### config.mk
export PLATFORM = sky130hd
export DESIGN_NAME = cdc_gray_dst_multi
export DESIGN_NICKNAME = d
export VERILOG_FILES = /design/src/rtl/cdc_gray_pkg.sv /design/src/rtl/cdc_gray_dst_lane.sv /design/src/rtl/cdc_gray_dst_multi.sv
export SDC_FILE = /design/constraint.sdc
export NUM_CORES = 1
export LEC_CHECK = 0
export BUFFER_PORTS_ARGS = -buffer_cell sky130_fd_sc_hd__buf_4
export CORE_AREA = 3 3 203 205
export CTS_BUF_LIST = sky130_fd_sc_hd__clkbuf_8
export DETAILED_ROUTE_END_ITERATION = 6
export DIE_AREA = 0 0 206 208
export GPL_TIMING_DRIVEN = 0
export PLACE_DENSITY = 0.3
export SKIP_LAST_GASP = 1
export SLEW_MARGIN = 0
export SYNTH_ARGS = -nofsm -noshare
export SYNTH_HDL_FRONTEND = slang
export SYNTH_SLANG_ARGS = --single-unit
### constraint.sdc
create_clock -name dst_clk_i -period 1.9 [get_ports dst_clk_i]
set_input_delay 0.285 -clock dst_clk_i [delete_from_list [all_inputs] [get_ports dst_clk_i]]
set_output_delay 0.285 -clock dst_clk_i [all_outputs]
set_load 0.01 [all_outputs]
### src/rtl/cdc_gray_pkg.sv
// Gray-code helpers shared by the destination-side CDC FIFO read logic.
// Callers zero-extend their pointer into ptr_t and cast the result back to
// their own pointer width; leading zeros do not change either conversion.
package cdc_gray_pkg;

  localparam int unsigned MaxPtrW = 32;

  typedef logic [MaxPtrW-1:0] ptr_t;

  function automatic ptr_t bin2gray(input ptr_t bin);
    return bin ^ (bin >> 1);
  endfunction

  // Each binary bit is the XOR of all gray bits at or above it.
  function automatic ptr_t gray2bin(input ptr_t gray);
    ptr_t bin;
    bin = gray;
    for (int i = 1; i < MaxPtrW; i++) begin
      bin = bin ^ (gray >> i);
    end
    return bin;
  endfunction

endpackage

### src/rtl/cdc_gray_dst_lane.sv
// One receive lane of a gray-pointer CDC FIFO, destination side.
// Synchronises the remote write pointer, owns the read pointer, and presents
// the head entry as a valid/ready stream.
// Optional macro CDC_GRAY_DST_SPILL_EN adds a one-entry registered output slot.
module cdc_gray_dst_lane
  import cdc_gray_pkg::*;
#(
  parameter int unsigned DataWidth  = 32,
  parameter int unsigned LogDepth   = 1,
  parameter int unsigned SyncStages = 2
) (
  input  logic                              clk_i,
  input  logic                              rst_i,
  input  logic [(2**LogDepth)*DataWidth-1:0] async_data_i,
  input  logic [LogDepth:0]                 async_wptr_i,
  output logic [LogDepth:0]                 async_rptr_o,
  output logic [DataWidth-1:0]              dst_data_o,
  output logic                              dst_valid_o,
  input  logic                              dst_ready_i,
  output logic [LogDepth:0]                 dst_level_o
);

  localparam int unsigned PtrW  = LogDepth + 1;
  localparam int unsigned Depth = 2 ** LogDepth;

  logic [PtrW-1:0]      sync_q [SyncStages];
  logic [PtrW-1:0]      wptr_sync;
  logic [PtrW-1:0]      wbin;
  logic [PtrW-1:0]      rptr_q, rptr_d;
  logic [PtrW-1:0]      rgray_q, rgray_d;
  logic [DataWidth-1:0] mem [Depth];
  logic [LogDepth-1:0]  rd_idx;
  logic [DataWidth-1:0] fifo_data;
  logic                 fifo_valid;
  logic                 fifo_pop;
  logic [PtrW-1:0]      fifo_level;
  logic [PtrW-1:0]      level;

  // Remote write pointer crosses into this domain through a plain flop chain.
  always_ff @(posedge clk_i) begin
    if (rst_i) begin
      for (int i = 0; i < SyncStages; i++) sync_q[i] <= '0;
    end else begin
      sync_q[0] <= async_wptr_i;
      for (int i = 1; i < SyncStages; i++) sync_q[i] <= sync_q[i-1];
    end
  end

  assign wptr_sync = sync_q[SyncStages-1];
  assign wbin      = PtrW'(gray2bin(ptr_t'(wptr_sync)));

  // Unpack the remote storage so the head entry is a simple array read.
  always_comb begin
    for (int s = 0; s < Depth; s++) begin
      mem[s] = async_data_i[s*DataWidth +: DataWidth];
    end
  end

  assign rd_idx     = rptr_q[LogDepth-1:0];
  assign fifo_data  = mem[rd_idx];
  assign fifo_valid = (wptr_sync != rgray_q);
  assign fifo_level = wbin - rptr_q;

  // Natural binary increment; the carry into the MSB handles wrap-around.
  always_comb begin
    rptr_d  = fifo_pop ? rptr_q + PtrW'(1) : rptr_q;
    rgray_d = PtrW'(bin2gray(ptr_t'(rptr_d)));
  end

  // Binary and gray read pointers move together; the gray copy leaves as a flop.
  always_ff @(posedge clk_i) begin
    if (rst_i) begin
      rptr_q  <= '0;
      rgray_q <= '0;
    end else begin
      rptr_q  <= rptr_d;
      rgray_q <= rgray_d;
    end
  end

  assign async_rptr_o = rgray_q;

`ifdef CDC_GRAY_DST_SPILL_EN
  logic                 slot_vld_q, slot_vld_d;
  logic [DataWidth-1:0] slot_data_q, slot_data_d;

  // Refill the slot whenever it is empty or being drained this cycle.
  assign fifo_pop = fifo_valid && (!slot_vld_q || dst_ready_i);

  // Slot next-state: load on refill, otherwise clear once drained.
  always_comb begin
    slot_vld_d  = slot_vld_q;
    slot_data_d = slot_data_q;
    if (fifo_pop) begin
      slot_vld_d  = 1'b1;
      slot_data_d = fifo_data;
    end else if (dst_ready_i) begin
      slot_vld_d  = 1'b0;
    end
  end

  // Output slot register.
  always_ff @(posedge clk_i) begin
    if (rst_i) begin
      slot_vld_q  <= 1'b0;
      slot_data_q <= '0;
    end else begin
      slot_vld_q  <= slot_vld_d;
      slot_data_q <= slot_data_d;
    end
  end

  assign dst_valid_o = slot_vld_q && !rst_i;
  assign dst_data_o  = slot_data_q;
  assign level       = fifo_level + PtrW'(slot_vld_q);
`else
  assign dst_valid_o = fifo_valid && !rst_i;
  assign dst_data_o  = fifo_data;
  assign fifo_pop    = dst_valid_o && dst_ready_i;
  assign level       = fifo_level;
`endif

  // Report empty while reset is held so downstream never sees stale state.
  assign dst_level_o = rst_i ? '0 : level;

endmodule

### src/rtl/cdc_gray_dst_multi.sv
// Multi-lane destination side of gray-pointer CDC FIFOs. Each lane is an
// independent cdc_gray_dst_lane; lanes share only the clock and reset.
// Optional macro CDC_GRAY_DST_SPILL_EN adds a registered output slot per lane.
module cdc_gray_dst_multi
  import cdc_gray_pkg::*;
#(
  parameter int unsigned NumChan    = 5,
  parameter int unsigned DataWidth  = 32,
  parameter int unsigned LogDepth   = 1,
  parameter int unsigned SyncStages = 2
) (
  input  logic                                        dst_clk_i,
  input  logic                                        dst_rst_i,
  input  logic [NumChan*(2**LogDepth)*DataWidth-1:0]  async_data_i,
  input  logic [NumChan*(LogDepth+1)-1:0]             async_wptr_i,
  output logic [NumChan*(LogDepth+1)-1:0]             async_rptr_o,
  output logic [NumChan*DataWidth-1:0]                dst_data_o,
  output logic [NumChan-1:0]                          dst_valid_o,
  input  logic [NumChan-1:0]                          dst_ready_i,
  output logic [NumChan*(LogDepth+1)-1:0]             dst_level_o
);

  localparam int unsigned PtrW     = LogDepth + 1;
  localparam int unsigned LaneBits = (2 ** LogDepth) * DataWidth;

  for (genvar l = 0; l < NumChan; l++) begin : g_lane
    cdc_gray_dst_lane #(
      .DataWidth  (DataWidth),
      .LogDepth   (LogDepth),
      .SyncStages (SyncStages)
    ) u_lane (
      .clk_i        (dst_clk_i),
      .rst_i        (dst_rst_i),
      .async_data_i (async_data_i[l*LaneBits +: LaneBits]),
      .async_wptr_i (async_wptr_i[l*PtrW +: PtrW]),
      .async_rptr_o (async_rptr_o[l*PtrW +: PtrW]),
      .dst_data_o   (dst_data_o[l*DataWidth +: DataWidth]),
      .dst_valid_o  (dst_valid_o[l]),
      .dst_ready_i  (dst_ready_i[l]),
      .dst_level_o  (dst_level_o[l*PtrW +: PtrW])
    );
  end

endmodule
* Yosys cells after proc, flatten, opt, wreduce, memory -nomap -nowiden
Memories as Yosys holds them, arrays and structs flattened.
Index checks and enable logic that the tools add are counted.
** Cells by class
- $add $sub $neg :: 10
- Magnitude comparators :: 5
- Equal/unequal tests :: 5
- Mux-type cells :: 38
- Bitwise operators :: 25
- Reduce and logical (&&, ||, !) cells :: 11
** Operators with widths (count)
- $mux W32 :: 15
- $mux W2 :: 20
- $xor A2 B1 Y2 :: 10
- $add A2 B1 Y2 const B :: 5
- $ge A2 B2 Y1 const B :: 5
- $logic_and A1 B1 Y1 :: 10
- $ne A2 B2 Y1 :: 5
- $not A1 Y2 :: 5
- $or A1 B1 Y1 :: 10
- $sub A2 B2 Y2 :: 5
- $mux W1 :: 3
- $logic_not A1 Y1 :: 1
** Storage, ports and cells
- Bits in registers :: 20
- RAM bits :: 20
- Bits of input ports :: 337
- Output and inout port bits :: 185
- Logic and storage cells :: 109
- Memories kept :: 5
** Memory list
- g_lane[0].u_lane.sync_q :: depth 2, width 2, read ports 2, clocked after Yosys merged registers in 0, write ports 2, RTL line cdc_gray_dst_lane.sv:26 : logic [PtrW-1:0] sync_q [SyncStages];
- g_lane[1].u_lane.sync_q :: depth 2, width 2, read ports 2, clocked after Yosys merged registers in 0, write ports 2, RTL line cdc_gray_dst_lane.sv:26
- g_lane[2].u_lane.sync_q :: depth 2, width 2, read ports 2, clocked after Yosys merged registers in 0, write ports 2, RTL line cdc_gray_dst_lane.sv:26
- g_lane[3].u_lane.sync_q :: depth 2, width 2, read ports 2, clocked after Yosys merged registers in 0, write ports 2, RTL line cdc_gray_dst_lane.sv:26
- g_lane[4].u_lane.sync_q :: depth 2, width 2, read ports 2, clocked after Yosys merged registers in 0, write ports 2, RTL line cdc_gray_dst_lane.sv:26

* Logic depth before layout (Yosys ltp)
Gate-level depths: netlist of the first run.
- Word-level depth :: 5
- Gate-level depth with buffers :: 4
- Gate-level depth less buffers :: 4

* Modules after synthesis
A second synthesis of the first run with hierarchy kept.
** Second synthesis, totals
- Cells, all modules :: 365
- Area, all modules :: 3747.3 um^2
** Modules (own cells, without submodules)
- cdc_gray_dst_lane :: instances 5, cells an instance 73, area an instance 749.5 um^2, seq. area each 140.1 um^2

* Worst setup path before layout of the first run
No wires, ideal clock.
- Path kind :: register -> output
- Start :: reg g_lane[4].u_lane.rptr_q[0]
- End :: out dst_data_o[140]
- Arrival :: 1.114 ns
- Data required time :: 1.615 ns
- Setup slack :: 0.501 ns
- Cell stages (with the launch flop) :: 4
- Buffers on the path :: 2
- Cell sequence :: dfxtp_1 buf_2 buf_2 mux2_2
** Between the ends
- Cells in the longest elaborated chain, start to end :: 4
** Ends and longest elaborated chain
- start: declaration :: RTL line cdc_gray_dst_lane.sv:29 : logic [PtrW-1:0] rptr_q, rptr_d;
- start signal: assignment :: RTL line cdc_gray_dst_lane.sv:76 : rptr_q <= rptr_d;
- $not A1 Y2 (implied by the code) :: RTL line cdc_gray_dst_lane.sv:60 : assign fifo_data = mem[rd_idx];
- $mux W32 (implied by the code) (3 in a row) :: RTL line cdc_gray_dst_lane.sv:60
- end: declaration :: RTL line cdc_gray_dst_multi.sv:17 : output logic [NumChan*DataWidth-1:0] dst_data_o,
No other way between the ends. The select of a mux whose other input is x is not followed.

* Final worst setup path of the first run
- Start :: reg g_lane[2].u_lane.rptr_q[0]
- End :: out dst_data_o[72]
** Between the ends
- Cells in the longest elaborated chain, start to end :: 4
** Ends and longest elaborated chain (RTL line)
- start: declaration :: cdc_gray_dst_lane.sv:29
- start signal: assignment :: cdc_gray_dst_lane.sv:76
- $not A1 Y2 (implied by the code) :: cdc_gray_dst_lane.sv:60
- $mux W32 (implied by the code) (3 in a row) :: cdc_gray_dst_lane.sv:60
No other way between the ends. The select of a mux whose other input is x is not followed.

==> results of run 1 <==
flip-flops by register name, indices dropped and copies added, names as in the netlist:
name,flops
g_lane.u_lane.rptr_q,5
g_lane.u_lane.async_rptr_o,10
g_lane.u_lane.sync_q,20
cell usage in the layout (no fill, tap or decap):
cell	instances
sky130_fd_sc_hd__nand2_1	9
sky130_fd_sc_hd__mux2_2	160
sky130_fd_sc_hd__a21oi_1	1
sky130_fd_sc_hd__dfxtp_1	32
sky130_fd_sc_hd__a211o_1	4
sky130_fd_sc_hd__mux2_1	5
sky130_fd_sc_hd__or4_1	8
sky130_fd_sc_hd__ha_1	5
sky130_fd_sc_hd__o2111a_1	1
sky130_fd_sc_hd__inv_2	4
sky130_fd_sc_hd__o21ai_1	5
sky130_fd_sc_hd__clkbuf_1	2
sky130_fd_sc_hd__inv_1	11
sky130_fd_sc_hd__a31oi_1	8
sky130_fd_sc_hd__xor2_1	7
sky130_fd_sc_hd__xnor2_1	10
sky130_fd_sc_hd__a311o_1	1
sky130_fd_sc_hd__diode_2	1
sky130_fd_sc_hd__dfxtp_2	2
sky130_fd_sc_hd__dfxtp_4	1
sky130_fd_sc_hd__nor2_1	26
sky130_fd_sc_hd__bufinv_16	1
sky130_fd_sc_hd__o22ai_1	1
sky130_fd_sc_hd__nor3b_1	5
sky130_fd_sc_hd__mux2i_1	1
sky130_fd_sc_hd__nor2b_1	26
sky130_fd_sc_hd__buf_6	18
sky130_fd_sc_hd__clkbuf_8	5
sky130_fd_sc_hd__buf_2	5
sky130_fd_sc_hd__buf_4	533
sky130_fd_sc_hd__a211oi_1	1
sky130_fd_sc_hd__xor2_2	3
sky130_fd_sc_hd__o311ai_1	4
cell families after synthesis:
kind of cell / count (synthesis) / synth area share (%)
xor+xnor: 20 / 5.21
simple gates: 74 / 10.7
fa+ha+maj: 5 / 1.71
mux: 166 / 51.1
buf+inv: 50 / 6.95
flops: 35 / 19.2
compound gates: 26 / 5.07
final cells by class:
cell class	instances	area, sq um	area share [%]
Timing Repair Buffer	522	3920	46.3
Multi-Input combinational cell	291	2710	32.0
Sequential cell	35	707	8.35
Tap cell	525	657	7.76
Buffer	36	318	3.76
Clock buffer	5	68.8	0.813
Inverter	14	52.6	0.621
Clock inverter	2	33.8	0.399
Antenna cell	1	2.50	0.0296
per-stage QoR:
step	hold slack (ns)	instance area, sq um	setup slack (ns)	std cells	utilization, %
finish	0.193	8460	0.0683	1431	21.3
global route	0.187	8460	-0.00676	1431	21.3
CTS	0.175	8410	-0.0215	1429	21.2
detailed placement	0.444	8220	-0.407	1422	20.7
global placement	0.435	8220	-0.400	1422	20.7
floorplan	0.413	3650	0.501	376	-
metal layers:
metal | vias up | GRT usage, %
li1 | 2389 | -
met3 | 8 | 2.57
met4 | 0 | 1.15
met5 | - | 0
met1 | 2238 | 11.5
met2 | 221 | 19.6
worst paths after layout:
kind              cells after the start  slack, ns                          start                       endpoint
setup reg to reg                      3       0.61  g_lane[3].u_lane.sync_q[0][2]     g_lane[3].u_lane.rptr_q[0]
hold / removal                        2       0.19                async_wptr_i[8]  g_lane[4].u_lane.sync_q[0][0]
setup / recovery                      4       0.07     g_lane[2].u_lane.rptr_q[0]                 dst_data_o[72]
hold reg to reg                       1       0.45  g_lane[4].u_lane.sync_q[0][1]  g_lane[4].u_lane.sync_q[0][3]
power breakdown:
part | internal [mW] | switching (mW)
sequential | 0.803 | 0.0650
combinational | 1.81 | 1.23
clock | 0.380 | 0.306
repair_timing:
| item | in CTS | in global routing |
|---|---|---|
| pin swaps | 0 | 0 |
| setup endpoints to repair | 134 | 79 |
| buffers inserted | 0 | 1 |
| resized for setup | 35 | 11 |
critical path, cell delays in order (launching register included):
cell and delay (ns):
sky130_fd_sc_hd__dfxtp_1 0.38, sky130_fd_sc_hd__buf_6 0.17, sky130_fd_sc_hd__buf_6 0.17, sky130_fd_sc_hd__mux2_2 0.38
sky130_fd_sc_hd__buf_4 0.15
==> results.md, run 1 <==
* Number of H-tree levels at 2
* PD cells at 542 mW/mm^2
* Post-Route Skew at 0.00525 ns
* Die extent in y at around 210 um
* Ranking of synthesized cells by instance count: 160 x sky130_fd_sc_hd__mux2_2, 35 x sky130_fd_sc_hd__dfxtp_1, 26 x sky130_fd_sc_hd__nor2_1, 26 x sky130_fd_sc_hd__nor2b_1, 23 x sky130_fd_sc_hd__buf_2
* Die ar. at about 0.043 sq mm
* Highest Signal Layer: met4
* Clock root buffer master: sky130_fd_sc_hd__clkbuf_8
* Total Routing Usage GR at 10.2%
* Number of enable flip-flop cells after synthesis at 0
* # rows at 73
* Starting DRC count in detailed routing at 93
* Detailed-route vias per instance at 3.39
* Final antenna-violating net count at 0
* First-pass GRT wire length at 32600 um
* Fraction of final layout cells sized beyond drive strength 1 at between 80% and 90%
* CORE AREA at 0.0396 sq mm
* Endpoint arrival time on the critical path at 1.55 ns
* Number of global-route vias before repair at 5024
* Final worst path period share at 96.4%
* Power, Total at 4.59 mW
* Area fraction of the dominant cell type after synthesis at 49.3%
* TritonCTS clock tree: built
* Synthesis-to-layout area growth at 132%
* Most frequently used cell type in the post-synthesis netlist: sky130_fd_sc_hd__mux2_2
* Leakage component of the power at 4.02 nW
* Post-Route WL at 24000 um
* Synth warn at 0
* Largest voltage drop on the vdd net at 314 uV
* Starting density of the core at 9.21%
* Total count of hold-check failures in the final report at 0
* WL per Instance at about 17 um
* Critical path start-end classification: reg -> out
* Cell Area, Synth at 0.00365 sq mm
* Met1 wire length at 9050 um
* Synthesized flop and latch total at 35
* Final setup violation count at 0
* Global placer's final weighted congestion at between 0.7 and 0.8
* Fin. max-slew vios at 0
* Type of element launching the critical path: flop
* Net count, final at 1247
* Share of synthesized area occupied by flip-flops and latches at 19.2%
* Die Span X at 206 um
* First drt pass iteration count at 4
* Clk sink count at 35
* Maximum root-to-sink buffer count at 2
* Setup TNS at 0 ns
* Syn Nets at 718
* Routed wl met3 at around 1900 um
* Largest net degree at the start of global routing at 11
* Synthesized instance count at 376
* Total I/O pin count at 522
* Worst Max-Slew Pin Slew at 0.459 ns
* Number of antenna violations at the first check in global routing at 1
* Crit path required time at 1.62 ns
* Max-slew headroom at the worst pin at 69.4%
* Total clock buffers created by CTS at 5
* Number of hold buffers added after CTS at 0
* Total of max-cap violations at 0
* Worst min-delay path class: in -> reg
* Achievable clock frequency at 546 MHz
* Top post-synthesis cells by area: sky130_fd_sc_hd__mux2_2 49%, sky130_fd_sc_hd__dfxtp_1 19%, sky130_fd_sc_hd__nor2b_1 4.5%
* Overall via count from detail_route at between 4000 and 5000
* Count of buffers from port buffering at 521
* Share of flip-flops with an asynchronous set or reset after synthesis at 0%
* Synthesized area divided by synthesized cell count at 9.71 sq um
* GRT overflow at 0
* Clock transition time at the flip-flop clock pins of the worst setup and hold paths at 0.08 ns
* DR DRC count at 0
* Yosys cell types at 28
* Fill count at around 4400
* WL met2 at 12900 um
* Most area-hungry cell type in the Yosys netlist: sky130_fd_sc_hd__mux2_2
* Clock latency on the worst-skew pair at a little under 0.3 ns
* Category of the worst setup path capture point: output pin
* Detailed Place HPWL at about 21000 um
* Critical-path maximum fanout at 10
* Result of the run: finished clean
* Top_reg_cell synth: sky130_fd_sc_hd__dfxtp_1
* Clock period minus worst slack at 1.83 ns
(Power assumes the default switching activity.)
==> inputs of run 2 (changes only) <==
--- a/config.mk
+++ b/config.mk
@@ -6,10 +6,9 @@
 export NUM_CORES = 1
 export LEC_CHECK = 0
 export BUFFER_PORTS_ARGS = -buffer_cell sky130_fd_sc_hd__buf_4
-export CORE_AREA = 3 3 203 205
-export CTS_BUF_LIST = sky130_fd_sc_hd__clkbuf_8
+export CORE_AREA = 3 3 200 202
 export DETAILED_ROUTE_END_ITERATION = 6
-export DIE_AREA = 0 0 206 208
+export DIE_AREA = 0 0 203 205
 export GPL_TIMING_DRIVEN = 0
 export PLACE_DENSITY = 0.3
 export SKIP_LAST_GASP = 1
==> run 2 against run 1 <==
Total power grew 6.0%. Count of clock-buffer cells in the layout is the same. Critical path depth is the same. Register-to-register slack gained 0.03 ns. First-iteration DRC count grew 2.2%. Sequential share of layout area shrank 0.13 points. Routed wire length grew 15%. Fmax grew 0.52%. Critical path type unchanged.
==> results.md, run 2 (same netlist as run 1, synthesis figures left out) <==
* Post-layout utilization of the core at between 20% and 30%
* Result of the run: finished clean
* Detailed-route vias per instance at 3.45
* Starting DRC count in detailed routing at 95
* Number of H-tree levels at 2
* Largest voltage drop on the vdd net at 251 uV
* Die ar. at 0.0416 sq mm
* Total of max-cap violations at 0
* Critical-path maximum fanout at 10
* Instance area after placement at 0.00821 sq mm
* Count of buffers from port buffering at 521
* Maximum root-to-sink buffer count at 2
* Number of antenna violations at the first check in global routing at 0
* Setup TNS at 0 ns
* Final setup violation count at 0
* PD cells at 569 mW/mm^2
* First-pass GRT wire length at approximately 37000 um
* Crit path required time at around 1.6 ns
* Leading cell type in the layout, fill and taps excluded: sky130_fd_sc_hd__buf_4
* Number of hold buffers added after CTS at 0
* WL per Instance at ~19 um
* Final antenna-violating net count at 0
* Leading cell types in the layout, fill and taps excluded: 542 x sky130_fd_sc_hd__buf_4, 160 x sky130_fd_sc_hd__mux2_2, 33 x sky130_fd_sc_hd__dfxtp_1, 26 x sky130_fd_sc_hd__nor2_1, 26 x sky130_fd_sc_hd__nor2b_1
* Overall via count from detail_route at 4942
* Largest net degree at the start of global routing at 14
* Number of flip-flops in the largest register at 20
* Net count, final at around 1300
* Global placer's final weighted congestion at between 0.7 and 0.8
* Power, Total at 4.87 mW
* Type of element launching the critical path: flop
* Leakage component of the power at 4.07 nW
* Met1 Usage GRT at 12.5%
* CP dominant cell by count: sky130_fd_sc_hd__buf_6
* Number of global-route vias before repair at between 5000 and 6000
* Global route hottest layer: met2
* Endpoint arrival time on the critical path at 1.54 ns
* Total count of hold-check failures in the final report at 0
* Worst min-delay path class: in -> reg
* Clock latency on the worst-skew pair at 0.29 ns
* Slowest stage delay, CP at 0.38 ns
* Post-Route Skew at just over 0.005 ns
* Hold path start: async_wptr_i[5]
* Unrepaired setup endpoints after global routing: false
* Total Routing Usage GR at 12.2%
* Worst hold slack after final layout at between 0.2 and 0.25 ns
* Clock root buffer master: sky130_fd_sc_hd__clkbuf_16
* CP max-delay cell: sky130_fd_sc_hd__dfxtp_1
* Total I/O pin count at 522
* Die extent in y at 205 um
* Clock transition time at the flip-flop clock pins of the worst setup and hold paths at around 0.070 ns
* First drt pass iteration count at 4
* Max-slew headroom at the worst pin at 55.2%
* Worst reg2reg path startpoint: g_lane[2].u_lane.async_rptr_o[1]
* Clock period minus worst slack at 1.82 ns
* Antenna cells at 0
* Synthesis-to-layout area growth at 134%
* # rows at 72
* Category of the worst setup path capture point: output pin
* GRT overflow at 0
* Fraction of final layout cells sized beyond drive strength 1 at about four fifths
* Die Span X at between 200 and 250 um
* Total clock buffers created by CTS at 5
* Dominant delay contributor by cell family on the critical path: buffers and inverters
* CORE AREA at 0.0385 sq mm
* DR DRC count at 0
* Starting density of the core at 9.49%
* TritonCTS clock tree: built
* Cell-by-cell trace of the critical path: buf_6, buf_6, mux2_2, buf_4
* Detailed Place HPWL at 24500 um
* Fin. max-slew vios at 0
* Met2 usage at approximately a quarter
* Met3 usage at 3.42%
* Final worst path period share at 95.9%
* Post-Route WL at 27500 um
* Clk sink count at 35
* Achievable clock frequency at 549 MHz
* Worst Max-Slew Pin Slew at just under 0.7 ns
* Register bank with the most flops: g_lane.u_lane.sync_q
* Final design instance area without fill at 0.00855 sq mm
* Worst Setup SP: g_lane[3].u_lane.rptr_q[0]
* Critical path buffer and inverter count at 3
* Critical path start-end classification: reg -> out
==> run 2: changes by cell type in the layout (fill, tap and decap cells not counted), moves of 2 or more <==
cell and delta:
sky130_fd_sc_hd__buf_6 -2, sky130_fd_sc_hd__clkbuf_8 -5, sky130_fd_sc_hd__buf_4 +9, sky130_fd_sc_hd__clkbuf_16 +5, sky130_fd_sc_hd__clkinvlp_4 +2
==> run 2: stage by stage <==
step                      instances  worst slack (ns)
after floorplan                 376             0.501
after global placement         1415            -0.424
after detailed placement       1415            -0.380
after CTS                      1427           0.00590
after global routing           1432           0.00220
final                          1432            0.0777
==> run 2: worst reg2reg max path, stage by stage (launching register included) <==
cell	delay (ns)
sky130_fd_sc_hd__dfxtp_1	0.42
sky130_fd_sc_hd__inv_1	0.12
sky130_fd_sc_hd__or4_1	0.53
sky130_fd_sc_hd__o311ai_1	0.10
==> run 2: what timing repair did <==
item | CTS | global route
resized for setup | 37 | 4
endpoints found under the setup margin | 135 | 45
endpoints found under the hold margin | 0 | 0
setup buffers | 4 | 5
==> run 2: layout make-up <==
class,count,area [sq um]
plain buffers,36,310
fillers,4308,29900
inverters,14,52.6
clock inverters,3,23.8
repair buffers,530,3990
clock buffers,5,125
flip-flops and latches,35,703
multi-input cells,291,2700
well taps,518,648
==> run 2: where the power goes <==
| group | total (mW) | internal (mW) | switching (mW) |
|---|---|---|---|
| Combinational | 3.15 | 1.84 | 1.31 |
| Sequential | 0.863 | 0.801 | 0.0618 |
| Clock | 0.856 | 0.491 | 0.365 |
==> run 2: metal layers <==
metal	wire length [um]	up-vias
li1	-	2404
met1	9710	2285
met2	15300	241
met3	2230	12
met4	299	0
met5	0	-
==> run 2: final timing paths <==
kind / to / slack (ns) / depth (start not counted)
setup / recovery: dst_data_o[108] / 0.08 / 4
hold / removal: g_lane[2].u_lane.sync_q[0][1] / 0.20 / 2
setup reg to reg: g_lane[2].u_lane.async_rptr_o[1] / 0.64 / 3
hold reg to reg: g_lane[2].u_lane.sync_q[0][2] / 0.44 / 1
==> inputs of run 3 (changes only) <==
--- a/config.mk
+++ b/config.mk
@@ -5,6 +5,7 @@
 export SDC_FILE = /design/constraint.sdc
 export NUM_CORES = 1
 export LEC_CHECK = 0
+export ABC_AREA = 1
 export BUFFER_PORTS_ARGS = -buffer_cell sky130_fd_sc_hd__buf_4
 export CORE_AREA = 3 3 200 202
 export DETAILED_ROUTE_END_ITERATION = 6
==> constraint.sdc (replaced) <==
create_clock -name dst_clk_i -period 1.9 [get_ports dst_clk_i]
set_input_delay 0.19 -clock dst_clk_i [delete_from_list [all_inputs] [get_ports dst_clk_i]]
set_output_delay 0.19 -clock dst_clk_i [all_outputs]
set_load 0.01 [all_outputs]
==> run 3 against run 2 <==
Routed wire length shrank 7.8%. Sequential share of layout area grew 0.16 points. Total power shrank 27%. Flip-flop and latch count is the same. Highest routed layer unchanged. Clock skew grew 0.0044 ns. Global-route usage shrank 1.2 points. Non-clock buffer count grew 5. Largest cell class unchanged. Die area is the same. Largest power group unchanged.
==> results.md, run 3 <==
* Share of flip-flops with an asynchronous set or reset after synthesis at 0%
* Leakage component of the power at between 4 and 5 nW
* CORE AREA at 0.0385 sq mm
* Unrepaired setup endpoints after global routing: false
* Most area-hungry cell type in the Yosys netlist: sky130_fd_sc_hd__nand2_1
* Share of synthesized area occupied by flip-flops and latches at 19.3%
* Number of antenna violations at the first check in global routing at 0
* Die extent in y at ~210 um
* Result of the run: finished clean
* Synthesized area divided by synthesized cell count at 4.95 sq um
* Critical-path maximum fanout at 10
* Clk sink count at 35
* Starting DRC count in detailed routing at approximately 230
* TritonCTS clock tree: built
* Clock latency on the worst-skew pair at roughly 0.28 ns
* Number of hold buffers added after CTS at 0
* Leading cell types in the layout, fill and taps excluded: 530 x sky130_fd_sc_hd__buf_4, 505 x sky130_fd_sc_hd__nand2_1, 39 x sky130_fd_sc_hd__nor2_1, 35 x sky130_fd_sc_hd__dfxtp_1, 34 x sky130_fd_sc_hd__inv_1
* Ranking of synthesized cells by instance count: 505 x sky130_fd_sc_hd__nand2_1, 39 x sky130_fd_sc_hd__nor2_1, 35 x sky130_fd_sc_hd__dfxtp_1
* Syn Nets at 1077
* Total clock buffers created by CTS at 5
* Top_reg_cell synth: sky130_fd_sc_hd__dfxtp_1
* Final setup violation count at 0
* Synthesized flop and latch total at 35
* Post-Route Skew at roughly 0.0095 ns
* Top post-synthesis cells by area: sky130_fd_sc_hd__nand2_1 52%, sky130_fd_sc_hd__dfxtp_1 19%, sky130_fd_sc_hd__nor2_1 4.0%
* DR DRC count at 0
* Yosys cell types at 24
* Place WS at 0.204 ns
* Synth warn at 0
* Area fraction of the dominant cell type after synthesis at 52.1%
* Total I/O pin count at 522
* Clock period minus worst slack at 1.78 ns
* Total count of hold-check failures in the final report at 0
* # rows at 72
* Type of element launching the critical path: flop
* Max-slew headroom at the worst pin at 41.2%
* Fin. max-slew vios at 0
* Die ar. at between 0.04 and 0.05 sq mm
* Most frequently used cell type in the post-synthesis netlist: sky130_fd_sc_hd__nand2_1
* Antenna cells at 0
* Overall via count from detail_route at 6014
* Number of flip-flops in the largest register at 20
* Post-Route WL at 25400 um
* Number of buffers added for setup after CTS at 0
* Fill count at 4502
* Final worst path period share at between 90% and 100%
* Global placer's final weighted congestion at 0.741
* Die Span X at 203 um
* Critical path start-end classification: reg -> out
* Leading cell type in the layout, fill and taps excluded: sky130_fd_sc_hd__buf_4
* Number of enable flip-flop cells after synthesis at 0
* Number of global-route vias before repair at around 5800
* Largest net degree at the start of global routing at 12
* Largest voltage drop on the vdd net at a little under 300 uV
* Total of max-cap violations at 0
* Detailed Place HPWL at approximately 22000 um
* Register bank with the most flops: g_lane.u_lane.sync_q
* Worst Max-Slew Pin Slew at 0.883 ns
* Worst min-delay path class: in -> reg
* Cell Area, Synth at 0.00364 sq mm
* Detailed-route vias per instance at 3.38
* Clock root buffer master: sky130_fd_sc_hd__clkbuf_16
* Clock transition time at the flip-flop clock pins of the worst setup and hold paths at 0.06 ns
* Worst Setup Slack, final at 0.125 ns
* Synthesized instance count at around 740
* Crit path required time at ~1.7 ns
* Count of buffers from port buffering at 520
* Category of the worst setup path capture point: output pin
* PD cells at approximately 420 mW/mm^2
* Fraction of final layout cells sized beyond drive strength 1 at 46.6%
* Endpoint arrival time on the critical path at 1.59 ns
* Starting density of the core at a little under a tenth
* Achievable clock frequency at 563 MHz
* GRT overflow at 0
* WL per Instance at about 14 um
* Setup TNS at 0 ns
* Net count, final at 1604
* Final antenna-violating net count at 0
* Maximum root-to-sink buffer count at 2
* Total Routing Usage GR at around 11%
* Number of H-tree levels at 2
* Synthesis-to-layout area growth at 130%
* First drt pass iteration count at 4
* First-pass GRT wire length at 35200 um
-- run 3: cells by family (layout without fill, tap and decap cells) --
logic type	count (synthesis)	after routing	synth area share (%)
buf+inv	95	623	11.7
flops	35	35	19.3
xor+xnor	20	20	4.82
simple gates	568	568	60.7
compound gates	12	12	1.79
fa+ha+maj	5	5	1.72
-- run 3: final timing paths --
kind	cells after the start	slack [ns]	to	startpoint
setup / recovery	5	0.12	dst_data_o[98]	g_lane[3].u_lane.rptr_q[0]
hold / removal	3	0.11	g_lane[2].u_lane.sync_q[0][1]	async_wptr_i[5]
setup reg to reg	6	0.66	g_lane[1].u_lane.async_rptr_o[0]	g_lane[1].u_lane.async_rptr_o[1]
hold reg to reg	2	0.40	g_lane[2].u_lane.sync_q[0][3]	g_lane[2].u_lane.sync_q[0][1]
-- run 3: power breakdown --
group          total (mW)  leakage, nW  internal, mW  switching [mW]
registers           0.789        0.287         0.768          0.0208
logic                1.92         4.52          1.05           0.870
clock network       0.820       0.0669         0.485           0.335
total                3.53         4.88          2.30            1.23
-- run 3: per-stage QoR --
| stage | power, mW | hold slack (ns) | cell area (sq um) | utilization, % | std cells |
|---|---|---|---|---|---|
| floorplan | 1.49 | 0.297 | 3640 | - | 735 |
| global placement | 2.77 | 0.393 | 8190 | 21.3 | 1773 |
| detailed placement | 2.76 | 0.397 | 8190 | 21.3 | 1773 |
| CTS | 3.63 | 0.0934 | 8340 | 21.7 | 1781 |
| global route | 3.81 | 0.0951 | 8360 | 21.7 | 1781 |
| finish | 3.53 | 0.107 | 8360 | 21.7 | 1781 |
-- run 3: final cells by class --
| cell class | instances | area [sq um] | share of cell area, % |
|---|---|---|---|
| timing repair buffer | 520 | 3900 | 46.7 |
| multi-input combinational | 605 | 2510 | 30.0 |
| sequential | 35 | 701 | 8.38 |
| tap | 518 | 648 | 7.75 |
| buffer | 51 | 280 | 3.35 |
| inverter | 44 | 173 | 2.07 |
| clock buffer | 6 | 129 | 1.54 |
| clock inverter | 2 | 12.5 | 0.150 |
-- run 3: what timing repair did --
action | 4_1_cts | 5_1_grt
resized for setup | 7 | 19
setup endpoints to repair | 40 | 79
pin swaps | 0 | 0
-- run 3: per-layer routing --
layer	vias up	track usage (%)	wire length (um)
li1	3209	-	-
met1	2561	12.9	10100
met2	236	20.8	13300
met3	8	2.80	1820
met4	0	1.06	144
met5	-	0	0
-- run 3: critical path: stages (launching register included) --
cell                       delay, ns
sky130_fd_sc_hd__dfxtp_1        0.33
sky130_fd_sc_hd__buf_2          0.22
sky130_fd_sc_hd__clkbuf_1       0.39
sky130_fd_sc_hd__nand2_1        0.09
sky130_fd_sc_hd__nand2_1        0.13
sky130_fd_sc_hd__buf_4          0.14
